### config.mk
export PLATFORM = sky130hd
export DESIGN_NAME = store_buffer
export DESIGN_NICKNAME = d
export VERILOG_FILES = /design/src/rtl/store_buffer.sv
export SDC_FILE = /design/constraint.sdc
export NUM_CORES = 1
export LEC_CHECK = 0
export CAP_MARGIN = 10
export CORE_MARGIN = 3
export CORE_UTILIZATION = 55
export CTS_CLUSTER_DIAMETER = 50
export DETAILED_ROUTE_END_ITERATION = 8
export GPL_TIMING_DRIVEN = 0
export PLACE_DENSITY = 0.88
export SYNTH_ARGS = -nofsm -noshare
export SYNTH_HDL_FRONTEND = slang
export SYNTH_SLANG_ARGS = --single-unit
### constraint.sdc
create_clock -name clk -period 4.2 [get_ports clk]
set_input_delay 0.84 -clock clk [delete_from_list [all_inputs] [get_ports clk]]
set_output_delay 0.84 -clock clk [all_outputs]
set_load 0.03 [all_outputs]
### src/rtl/store_buffer.sv
// Posted-store FIFO in front of a single-port data memory: stores retire in idle
// cycles, loads forward from the youngest matching buffered store.
module store_buffer #(
  parameter  int DEPTH  = 4,
  parameter  int ADDR_W = 18,
  parameter  int DATA_W = 32,
  localparam int PW     = $clog2(DEPTH),
  localparam int CW     = $clog2(DEPTH+1)
) (
  input  logic              clk,
  input  logic              rst,
  input  logic              mem_r_en,
  input  logic              mem_w_en,
  input  logic [ADDR_W-1:0] addr,
  input  logic [DATA_W-1:0] wr_data,
  input  logic              flush,
  output logic [DATA_W-1:0] rd_data,
  output logic              stall,
  output logic [ADDR_W-1:0] dm_addr,
  output logic              dm_wr_en,
  output logic [DATA_W-1:0] dm_wr_data,
  input  logic [DATA_W-1:0] dm_rd_data,
  output logic              empty,
  output logic [CW-1:0]     count
);

  logic [ADDR_W-1:0] r_addr [DEPTH];
  logic [DATA_W-1:0] r_data [DEPTH];
  logic [PW-1:0]     r_head, r_tail;
  logic [CW-1:0]     r_count;

  logic              w_full, w_busy, w_drain, w_enq, w_hit;
  logic [PW-1:0]     w_idx;
  logic [DATA_W-1:0] w_fwd;

  assign w_full = (r_count == CW'(DEPTH));
  assign w_busy = (r_count != '0);

  // Qualified by rst so a reset cycle never writes memory: pending stores are dropped.
  assign stall   = rst && ((mem_w_en && w_full) || (flush && w_busy));
  assign w_drain = rst && w_busy && (stall || (!mem_r_en && !mem_w_en));
  assign w_enq   = rst && mem_w_en && !stall;

  // Walk oldest to youngest from head so the last hit wins, independent of wrap.
  always_comb begin
    w_hit = 1'b0;
    w_fwd = '0;
    w_idx = '0;
    for (int i = 0; i < DEPTH; i++) begin
      w_idx = r_head + PW'(i);
      if ((CW'(i) < r_count) && (r_addr[w_idx][ADDR_W-1:2] == addr[ADDR_W-1:2])) begin
        w_hit = 1'b1;
        w_fwd = r_data[w_idx];
      end
    end
  end

  assign rd_data    = w_hit ? w_fwd : dm_rd_data;
  assign dm_addr    = w_drain ? r_addr[r_head] : addr;
  assign dm_wr_en   = w_drain;
  assign dm_wr_data = r_data[r_head];
  assign empty      = !w_busy;
  assign count      = r_count;

  always_ff @(posedge clk) begin
    if (!rst) begin
      r_head  <= '0;
      r_tail  <= '0;
      r_count <= '0;
      for (int i = 0; i < DEPTH; i++) begin
        r_addr[i] <= '0;
        r_data[i] <= '0;
      end
    end else begin
      if (w_enq) begin
        r_addr[r_tail] <= addr;
        r_data[r_tail] <= wr_data;
        r_tail         <= r_tail + PW'(1);
      end
      if (w_drain) r_head <= r_head + PW'(1);
      if (w_enq)        r_count <= r_count + CW'(1);
      else if (w_drain) r_count <= r_count - CW'(1);
    end
  end

endmodule

=== Word-level counts from Yosys, hierarchy flattened ===
Memories as Yosys holds them, arrays and structs flattened. A register that Yosys moved wholly into a read port is not among the register bits.
Cells that the tools add are included.

* Register bits after elaboration: 7
* Memory bits (writable): 200
* Memories: 2

* Add/sub/neg operators: 6
* Order comparisons: 4
* Equal/unequal tests: 5
* Multiplexer cells: 26
* Reduce and logical (&&, ||, !) cells: 22

{| class="wikitable"
|+ Memory list
! name !! words !! width !! rd ports !! clocked after Yosys merged registers in !! write ports !! line !! RTL
|-
| r_data || 4 || 32 || 4 || 1 || 4 || 28 || <nowiki>logic [DATA_W-1:0] r_data [DEPTH];</nowiki>
|-
| r_addr || 4 || 18 || 4 || 1 || 4 || 27 || <nowiki>logic [ADDR_W-1:0] r_addr [DEPTH];</nowiki>
|}

{| class="wikitable"
|+ Operator list
! kind !! count
|-
| two-way mux 32 bit || 6
|-
| equality test 16 bit || 4
|-
| two-way mux 18 bit || 2
|-
| OR reduction 32 bit || 1
|-
| OR reduction 18 bit || 1
|-
| logical AND 1 bit || 12
|-
| two-way mux 2 bit || 6
|-
| two-way mux 1 bit || 10
|-
| < comparator 1 x 3 -> 1 bit, first input constant || 2
|-
| < comparator 2 x 3 -> 1 bit, first input constant || 2
|-
| two-way mux 3 bit || 2
|-
| adder 2 x 1 -> 2 bit, second input constant || 2
|-
| adder 2 bit, second input constant || 2
|-
| zero test 1 bit || 4
|-
| adder 3 x 1 -> 3 bit, second input constant || 1
|-
| equality test 3 bit, second input constant || 1
|-
| nonzero test 3 bit || 1
|-
| subtractor 3 x 1 -> 3 bit, second input constant || 1
|-
| logical OR 1 bit || 2
|-
| nonzero test 2 bit || 1
|}

=== Logic depth before layout (Yosys ltp) ===
* Word-level depth: 11
* Mapped depth: 16

=== Least setup slack after synthesis ===
No wires, ideal clock.

* Kind: register to register
* Start: register r_count[1], in the netlist count[1]
* End: memory r_addr[1][0], enable pin
* Setup time: 0.416 ns
* Arrival: 3.848 ns
* Data required time: 3.784 ns
* Path slack: -0.064 ns
* Stages on the path, launching flop included: 12
* Path buffers: 2
* Clock period less this slack: 4.264 ns
* Cells stage by stage: dfxtp_1 inv_1 ha_1 nor2b_1 nand2b_1 or2_2 and2_1 clkbuf_1 nand2_1 clkbuf_1 nor3b_1 nand2b_1

{| class="wikitable"
|+ RTL lines
! element !! line !! RTL
|-
| start: declaration || 30 || <nowiki>logic [CW-1:0] r_count;</nowiki>
|-
| start signal: assignment || 81 || <nowiki>if (w_enq) r_count <= r_count + CW'(1);</nowiki>
|-
| start signal: assignment || 82 || <nowiki>else if (w_drain) r_count <= r_count - CW'(1);</nowiki>
|-
| end: declaration || 27 ||
|}

==> metrics.yaml <==
status: "finished with violations"
violations: "negative setup slack"
drc: 0
path_class: "flip-flop to output port"
syn_area_sq_um: 15200
cts.sinks: 209
dp_slack_ns: -1.42
clk_pin_slew_ns: 0.06
yosys.area.top_type: "edfxtp_1"
clock_latency_ns: 0.54
fp.dieW_um: 172
async_reset_ff_share_pct: 0
hp-start: "count[0]"
netlist_top_cells_area: "edfxtp_1, mux4_2, and2_1"
grt_max_degree: 51
final_hold_viol_count: 0
clk_path_buf_depth: 3
synth_mux_area_share_pct: 28.9
final_cell_area_sq_um: 19200
holdPathStages: 2
ant_nets: 0
fp.dieH_um: 172
ir_drop_uv: 237
io_pins: 175
synth_top_family_by_area: "multiplexers"
ys_seq_area_share_pct: 40.8
rsz0062_at_grt: "true"
synth_adder_area_share_pct: 0.330
final.period_utilization_pct: 111
dieArea_sq_um: 29600
row_count: 60
place.gp.congestion: 0.937
final_common_cell: "edfxtp_1"
crit_fanout: 10
drive_gt1_share_pct: 31.0
vias: 12923
worst_slack_ns: -0.456
cts_max_level: 1
max_freq_mhz: 215
setup_viol: 32
worst_pin_slew_ns: 1.17
nNetsFinal: 1498
rr_startpoint: "count[1]"
leakage_nw: 6.88
dp.cells: 1682
io_buffer_count: 166
final_cell_mix: "edfxtp_1, mux4_2, and2_1"
dr.pass1.iters: 6
grt_overflow_total: 0
cts_root_buf: "clkbuf_16"
yosysWarnings: 0
wl_per_cell_um: 29.5
rr_worst_depth: 11
grt_usage_pct: 34.3
critPathCaptureType: "output port"
cp.arrival_ns: 3.82
avgSynthCellArea_sq_um: 12.9
p_per_area_nw_per_um2: 387
tritoncts: "built"
rrSetupSlack_ns: 0.23
core-area_sq_um: 27000
synth_cells: 1175
synth_top_flop_cell: "edfxtp_1"
start_kind: "flip-flop"
synth-xor-area-share_pct: 3.75
cts_buffers: 23
drt_iter0_drc: 1886
grt_pass1_vias: 12816
synth-edff-count: 200
antenna_found_initial: 1
relSlewSlack_pct: 21.7
dpl_cell_area_sq_um: 17300
syn_nets: 1266
yosys.area.top_type_share_pct: 39.6
wl_um: 52100
vias_per_cell: 7.31
synthSimpleGateAreaFrac_pct: 15.1
min_period_ns: 4.66
max_cap_violations: 0
start_util_pct: 56.1
skew_ns: 0.0230
fin_tns_setup_ns: -12.84
cp.required_ns: 3.36
ys_types: 61
ys_ff_latch: 209
fin_total_pwr_w: 0.00743
area_growth_pct: 26.8
synth-compound-area-share_pct: 6.35
instances_no_fill: 1767
grt_pass1_wl_um: 76600
drv_slew: 0
dpl.hpwl_um: 32400
min_path_type: "flip-flop to flip-flop"
critical path: stages, from the launching register on:
cell,delay (ns)
dfxtp_4,0.41
buf_12,0.13
mux4_2,0.54
xnor2_2,0.18
nand4_1,0.16
a2111o_1,0.47
a2111oi_4,0.36
buf_12,0.18
buf_8,0.14
nand2_1,0.06
a311o_1,0.38
nand2_1,0.11
buf_6,0.14
report_power, final:
part           internal, W  total (W)  leakage (nW)  switching (W)
sequential         0.00247    0.00264          2.15       0.000167
clock              0.00135    0.00222         0.399       0.000873
combinational      0.00118    0.00257          4.33        0.00139
per-stage QoR:
step                hold slack (ns)  utilization (%)
finish                        0.633             71.1
global placement              0.637             63.9
floorplan                     0.728                -
CTS                           0.677             70.5
detailed placement            0.658             64.0
global route                  0.651             71.1
per-layer routing:
metal	track usage, %	part of all wire (%)	up-vias
met2	56.4	48	1318
li1	-	-	5079
met5	0	0	-
met1	43.0	33	6216
met3	7.91	13	310
met4	17.4	6.1	0
cells by family (layout without fill, tap and decap cells):
kind of cell | Yosys count | in the layout
AOI/OAI and AO/OA | 113 | 113
xor gates and xnor gates | 65 | 65
DFF | 209 | 209
other | 0 | 2
adders and majority gates | 4 | 4
buffers and inverters | 132 | 379
and+or+nand+nor | 433 | 435
muxes | 219 | 219
registers in the layout (all words and copies together), names as in the netlist, named ones only:
name / flops
count: 3
r_data: 128
r_tail: 2
r_addr: 72
r_head: 2
final timing paths:
check                 endpoint
setup / recovery    rd_data[3]
hold / removal        count[0]
setup reg to reg  r_addr[0][4]
hold reg to reg       count[0]
final cells by class:
cell class	count	area, sq um
antenna	2	5.00
buffer	119	897
clock inverter	14	204
inverter	11	42.5
clock buffer	28	614
timing repair buffer	207	2160
multi-input combinational	836	8680
tap	341	427
fill	1719	7800
sequential	209	6190
repair_timing:
action / in CTS / in global routing
hold buffers: 0 / 0
buffers inserted: 36 / 2
pin swaps: 29 / 8
endpoints found under the setup margin: 83 / 172
cloned: 4 / 2
gates resized for setup: 392 / 45
endpoints found under the hold margin: 0 / 0
cells in the mapped netlist, types with 6 or more instances:
cell and count:
a21oi_1 10, a22oi_1 35, a311o_1 33, and2_1 152
and3_1 49, buf_1 13, buf_2 19, buf_6 16
clkbuf_1 65, dfxtp_1 9, edfxtp_1 200, inv_1 9
mux2_2 6, mux2i_1 40, mux4_1 6, mux4_2 167
nand2_1 106, nand3_1 36, nor2_1 55, nor4_1 7
o21ai_0 8, xnor2_1 48, xor2_1 17
No activity file was read; power rests on OpenSTA's default activity.
